**src/rtl/chunk_row_sequencer.sv**
```systemverilog
// ---------------------------------------------------------------------------
// chunk_row_sequencer
//
// Row-level scheduler that sits in front of the ChunkRow command generator.
// It accepts one 2D block descriptor and produces one row descriptor per row
// on a rdy/ack interface. Each row descriptor carries:
//   - the linear start address of the row,
//   - a flag saying whether the row index lies in the vertical window,
//   - the pad length, which is the same for every row of the block,
//   - a flag marking the final row of the final block of a tile.
//
// Ports
//   i_clk, i_rst    clock; synchronous active-high reset
//   blk_rdy/blk_ack block descriptor handshake (blk_ack high whenever idle)
//   i_blk_base      linear address of row 0
//   i_blk_stride    address increment per row (two's complement)
//   i_blk_nrow      number of rows; a value of 0 is an empty block
//   i_blk_vbeg      signed first valid row index
//   i_blk_vend      signed exclusive end of the valid rows
//   i_blk_pad       pad length, copied to every row
//   i_blk_islast    block is the last one of the tile
//   row_rdy/row_ack row descriptor handshake
//   o_row_linear    row start address
//   o_row_islast    last row of a last block
//   o_row_pad       pad length
//   o_row_valid     row index lies inside [vbeg, vend)
// ---------------------------------------------------------------------------
module chunk_row_sequencer #(
  parameter int GBW     = 32,
  parameter int VSIZE   = 32,
  parameter int RCNT_BW = 16,
  localparam int V_BW   = $clog2(VSIZE)
) (
  input  logic                      i_clk,
  input  logic                      i_rst,
  // block descriptor port
  input  logic                      blk_rdy,
  output logic                      blk_ack,
  input  logic [GBW-1:0]            i_blk_base,
  input  logic [GBW-1:0]            i_blk_stride,
  input  logic [RCNT_BW-1:0]        i_blk_nrow,
  input  logic signed [RCNT_BW:0]   i_blk_vbeg,
  input  logic signed [RCNT_BW:0]   i_blk_vend,
  input  logic [V_BW-1:0]           i_blk_pad,
  input  logic                      i_blk_islast,
  // row descriptor port
  output logic                      row_rdy,
  input  logic                      row_ack,
  output logic [GBW-1:0]            o_row_linear,
  output logic                      o_row_islast,
  output logic [V_BW-1:0]           o_row_pad,
  output logic                      o_row_valid
);

  typedef enum logic {
    IDLE = 1'b0,
    RUN  = 1'b1
  } state_t;

  localparam logic [RCNT_BW-1:0] ONE = RCNT_BW'(1);

  state_t                    state;
  logic                      row_rdy_r;
  logic [GBW-1:0]            addr_r;
  logic [GBW-1:0]            stride_r;
  logic [RCNT_BW-1:0]        idx_r;
  logic [RCNT_BW-1:0]        nrow_r;
  logic signed [RCNT_BW:0]   vbeg_r;
  logic signed [RCNT_BW:0]   vend_r;
  logic [V_BW-1:0]           pad_r;
  logic                      islast_r;

  // Row index widened with a zero sign bit so it compares correctly against
  // the signed window bounds, which may be negative.
  logic signed [RCNT_BW:0]   idx_s;
  logic                      last_row;

  assign idx_s    = $signed({1'b0, idx_r});
  // nrow_r is never zero while in RUN, so nrow_r - 1 cannot wrap there.
  assign last_row = (idx_r == nrow_r - ONE);

  // Only the handshake with the block source is decoded from the state; all
  // row outputs come straight from registers or from logic on registers, so
  // they stay stable for as long as the consumer withholds row_ack.
  assign blk_ack      = (state == IDLE);
  assign row_rdy      = row_rdy_r;
  assign o_row_linear = addr_r;
  assign o_row_pad    = pad_r;
  assign o_row_valid  = (idx_s >= vbeg_r) && (idx_s < vend_r);
  assign o_row_islast = islast_r && last_row;

  // NOTE: sequential state uses non-blocking assignments only, so every
  // register samples the pre-edge values of its neighbours regardless of
  // statement order within the block.
  always_ff @(posedge i_clk) begin
    if (i_rst) begin
      state     <= IDLE;
      row_rdy_r <= 1'b0;
      addr_r    <= '0;
      stride_r  <= '0;
      idx_r     <= '0;
      nrow_r    <= '0;
      vbeg_r    <= '0;
      vend_r    <= '0;
      pad_r     <= '0;
      islast_r  <= 1'b0;
    end else begin
      unique case (state)
        IDLE: begin
          // An empty block is acknowledged but leaves every register alone.
          if (blk_rdy && (i_blk_nrow != '0)) begin
            state     <= RUN;
            row_rdy_r <= 1'b1;
            addr_r    <= i_blk_base;
            stride_r  <= i_blk_stride;
            idx_r     <= '0;
            nrow_r    <= i_blk_nrow;
            vbeg_r    <= i_blk_vbeg;
            vend_r    <= i_blk_vend;
            pad_r     <= i_blk_pad;
            islast_r  <= i_blk_islast;
          end
        end
        RUN: begin
          if (row_ack) begin
            if (last_row) begin
              // Returning to IDLE costs one bubble cycle before the next
              // block can be accepted.
              state     <= IDLE;
              row_rdy_r <= 1'b0;
            end else begin
              // Address arithmetic wraps silently modulo 2^GBW.
              addr_r <= addr_r + stride_r;
              idx_r  <= idx_r + ONE;
            end
          end
        end
        default: begin
          state     <= IDLE;
          row_rdy_r <= 1'b0;
        end
      endcase
    end
  end

endmodule

```
**config.mk**
```make
export PLATFORM = sky130hd
export DESIGN_NAME = chunk_row_sequencer
export DESIGN_NICKNAME = d
export VERILOG_FILES = /design/src/rtl/chunk_row_sequencer.sv
export SDC_FILE = /design/constraint.sdc
export NUM_CORES = 1
export LEC_CHECK = 0
export BUFFER_PORTS_ARGS = -buffer_cell sky130_fd_sc_hd__buf_4
export CORE_MARGIN = 2
export CORE_UTILIZATION = 35
export DETAILED_ROUTE_END_ITERATION = 16
export GPL_TIMING_DRIVEN = 0
export HOLD_SLACK_MARGIN = 0.06
export PLACE_DENSITY = 0.64
export SYNTH_ARGS = -nofsm -noshare
export SYNTH_HDL_FRONTEND = slang
export SYNTH_SLANG_ARGS = --single-unit
export TNS_END_PERCENT = 5
```
**constraint.sdc**
```tcl
create_clock -name i_clk -period 8.8 [get_ports i_clk]
set_input_delay 0.88 -clock i_clk [delete_from_list [all_inputs] [get_ports i_clk]]
set_output_delay 0.88 -clock i_clk [all_outputs]
set_load 0.02 [all_outputs]
```
==> flow_metrics.tcl <==
set metrics [dict create \
    crit_type "reg -> out" \
    num_rows 57 \
    setup-tns-final_ns 0 \
    dieArea_um2 26000 \
    routed.top_layer "met4" \
    synth.top_cells.by_area "dfxtp_1, nand2_1, ha_1" \
    powerDensity_nw_per_um2 169 \
    die_w_um 161 \
    yosys_most_used_dff "dfxtp_1" \
    p_leak_nw 4.60 \
    synthAdderAreaFrac_pct 9.47 \
    synth_compound_area_share_pct 23.4 \
    initial_core_util_pct 35.6 \
    via_per_inst 5.23 \
    post_cts_buffers 0 \
    layout_common_cells "nand2_1, buf_4, a21oi_1, dfxtp_1, nor2_1" \
    hold_path_depth 2 \
    r2r_cells 11 \
    muxShareOfSynthArea_pct 2.80 \
    timing.rr.start "o_row_linear[0]" \
    clk_latency_ns 0.43 \
    synth_edf_count 0 \
    hold_viol 0 \
    root_buffer "clkbuf_16" \
    cts.sinks 138 \
    startpoint "nrow_r[0]" \
    path_delay_family "simple AND/OR/NAND/NOR gates" \
    min_period_over_period_pct 47.8 \
    sw_frac_of_total_pct 31.4 \
    timing.final.ws_setup_ns 4.59 \
    wl_met1_um 12900 \
    worst_slew_pin_slew_ns 0.818 \
    firstDrtPassIters 5 \
    synth_area_leader_cell "dfxtp_1" \
    dieHeight_um 161 \
    post-dp-hpwl_um 20600 \
    fmax_mhz 238 \
    drtIter0Drc 489 \
    relSlewSlack_pct 45.5 \
    mappedNetlistArea_um2 8660 \
    grt_pass1_vias 8289 \
    met2_length_um 12000 \
    cts_buffers 17 \
    status "finished clean" \
    gp_congestion 0.894 \
    max_stage_delay_ns 0.52 \
    cp_common_cell "nor4b_1" \
    synth_top_area_share_pct 31.9 \
    grt_pass1_wl_um 43500 \
    cp_slowest_cell "nor4b_1" \
    drcViolationCount 0 \
    grtUsageTotal_pct 21.0 \
    area_growth_pct 25.5 \
    finClkSkew_ns 0.0101 \
    fin_crit_ns 4.21 \
    max-vdd-ir-drop_v 0.000109 \
    cp-start-kind "flip-flop" \
    n_fill_cell 2467 \
    p_sw_mw 0.576 \
    p_int_mw 1.26 \
    cts_max_level 4 \
    hold_path_class "reg -> reg" \
    fin_nets 1492 \
    grt_antenna_before_repair 0 \
    routed_wl_um 27000 \
    synthXorXnorAreaFrac_pct 4.04 \
    path_buf_inv 2 \
    crit_chain "inv_1 -> ha_1 -> nor4b_4 -> nand2_1 -> a21oi_1 -> nor4b_1 -> o2111a_1 -> o2111ai_1 -> nor4b_1 -> buf_4" \
    grt_max_degree 17 \
    arrival_ns 3.33 \
    ant_nets 0 \
    maxCapViolCount 0 \
    n_antenna_cell 0 \
    layout-drive-gt1-share_pct 18.6 \
    end_kind "output pin" \
    reg2reg_slack_ns 5.42 \
    pwr-share-comb_pct 22.8 \
    critPathRequiredTime_ns 7.92 \
    hold_end "vend_r[1]" \
    min_from "vend_r[1]" \
    io_buffers 164 \
    coreArea_um2 24300 \
    yosys.area_share.simple_pct 23.1 \
    avgSynthCellArea_um2 7.74 \
    rsz0062_at_grt "false" \
    reg2reg_to "o_row_linear[28]" \
    synth_top_family_by_area "compound AO/OA/AOI/OAI gates" \
    setup_viol_count_final 0 \
    report.final.slew_viol_count 0 \
    mostFrequentLayoutCell "nand2_1" \
    cts_tree "built" \
    postCtsResizedCells 0 \
    synthCells 1120 \
    synth_cell_type_count 73 \
    cts_hold_buf 0 \
    synth_fp_nets 1309 \
    p_clk_share_pct 39.2 \
    wire_per_inst_um 16.5 \
    wl_met3_um 1520 \
    ys_warn_count 0 \
    ys_async_sr_fraction_pct 0 \
    yosys_register_bits 138 \
    clk_pin_slew_worst_paths_ns 0.06 \
    critPathMaxFanout 7 \
    pwr-share-seq_pct 38.0 \
    num_io_pins 165 \
    vias 8565 \
    clockBufferDepth 2 \
    pre_cts_ws_ns 5.12 \
    grt_overflow 0 \
    yosysSeqAreaShare_pct 31.9 \
]
==> layout make-up <==
type / count / area [µm²] / share of cell area [%]
sequential: 138 / 2760 / 25.4
multi-input combinational: 868 / 5440 / 50.0
timing repair buffer: 164 / 1230 / 11.3
clock inverter: 13 / 144 / 1.32
buffer: 61 / 267 / 2.45
tap: 324 / 405 / 3.73
inverter: 53 / 199 / 1.83
clock buffer: 18 / 429 / 3.95
==> power groups by stage <==
stage,Sequential [mW],Clock [mW],Combinational (mW)
floorplan,0.720,0,0.253
global route,0.702,0.753,0.466
finish,0.697,0.720,0.419
global placement,0.710,0,0.414
detailed placement,0.710,0,0.417
CTS,0.697,0.727,0.419
==> metrics by stage <==
step           power (mW)  std cells  utilization [%]  hold slack (ns)  cell area, µm²
2_1_floorplan       0.973       1120                -            0.432            8660
3_3_place_gp         1.12       1608             42.4            0.445           10300
3_5_place_dp         1.13       1608             42.4            0.448           10300
4_1_cts              1.84       1639             44.7            0.457           10900
5_1_grt              1.92       1639             44.7            0.474           10900
6_report             1.84       1639             44.7            0.454           10900
==> worst max-delay path by stage <==
stage	cells after the start	slack [ns]	endpoint
detailed placement	10	5.12	o_row_islast
global placement	10	5.07	o_row_islast
finish	10	4.59	o_row_islast
CTS	10	4.67	o_row_islast
global route	10	4.29	o_row_islast
floorplan	9	5.46	o_row_islast
==> synthesized netlist by cell type (all sizes together), types with 9 or more instances <==
master,n
nand2,222
a21oi,141
dfxtp,138
nor2,86
ha,64
inv,52
clkbuf,48
xnor2,29
o21ai,26
a211oi,25
nor3,25
a21o,23
mux2i,22
nand3,18
buf,13
a31oi,12
nand4,12
nor4,12
and3,11
xor2,11
o211ai,10
nor2b,9
==> registers in the layout, summed over array words and instances, names as in the netlist <==
register      flops
row_rdy           1
o_row_linear     32
o_row_pad         5
islast_r          1
vend_r           17
nrow_r           16
state             1
idx_r            16
stride_r         32
vbeg_r           17
==> worst reg2reg max path, delay by kind of cell, from the launching register on <==
family                     cells  cell delay [ns]
AOI/OAI and AO/OA              6             1.46
DFF                            1             0.36
and+or+nand+nor                2             0.83
buffers and inverters          1             0.06
adders and majority gates      2             0.59
==> per-layer routing <==
metal / vias to the layer above / global-route usage, %
met4: 0 / 6.09
met3: 32 / 4.26
met2: 241 / 33.1
met1: 3949 / 29.0
met5: - / 0
li1: 4343 / -
==> logic make-up (layout without fill, tap and decap cells) <==
group / Yosys count / in the layout
buffers and inverters: 114 / 309
XOR/XNOR: 40 / 40
AND/OR/NAND/NOR: 436 / 436
AO/OA/AOI/OAI: 303 / 303
adder cells (fa/ha/maj): 65 / 65
multiplexers: 24 / 24
flip-flops: 138 / 138
No activity file was read; power rests on OpenSTA's default activity.
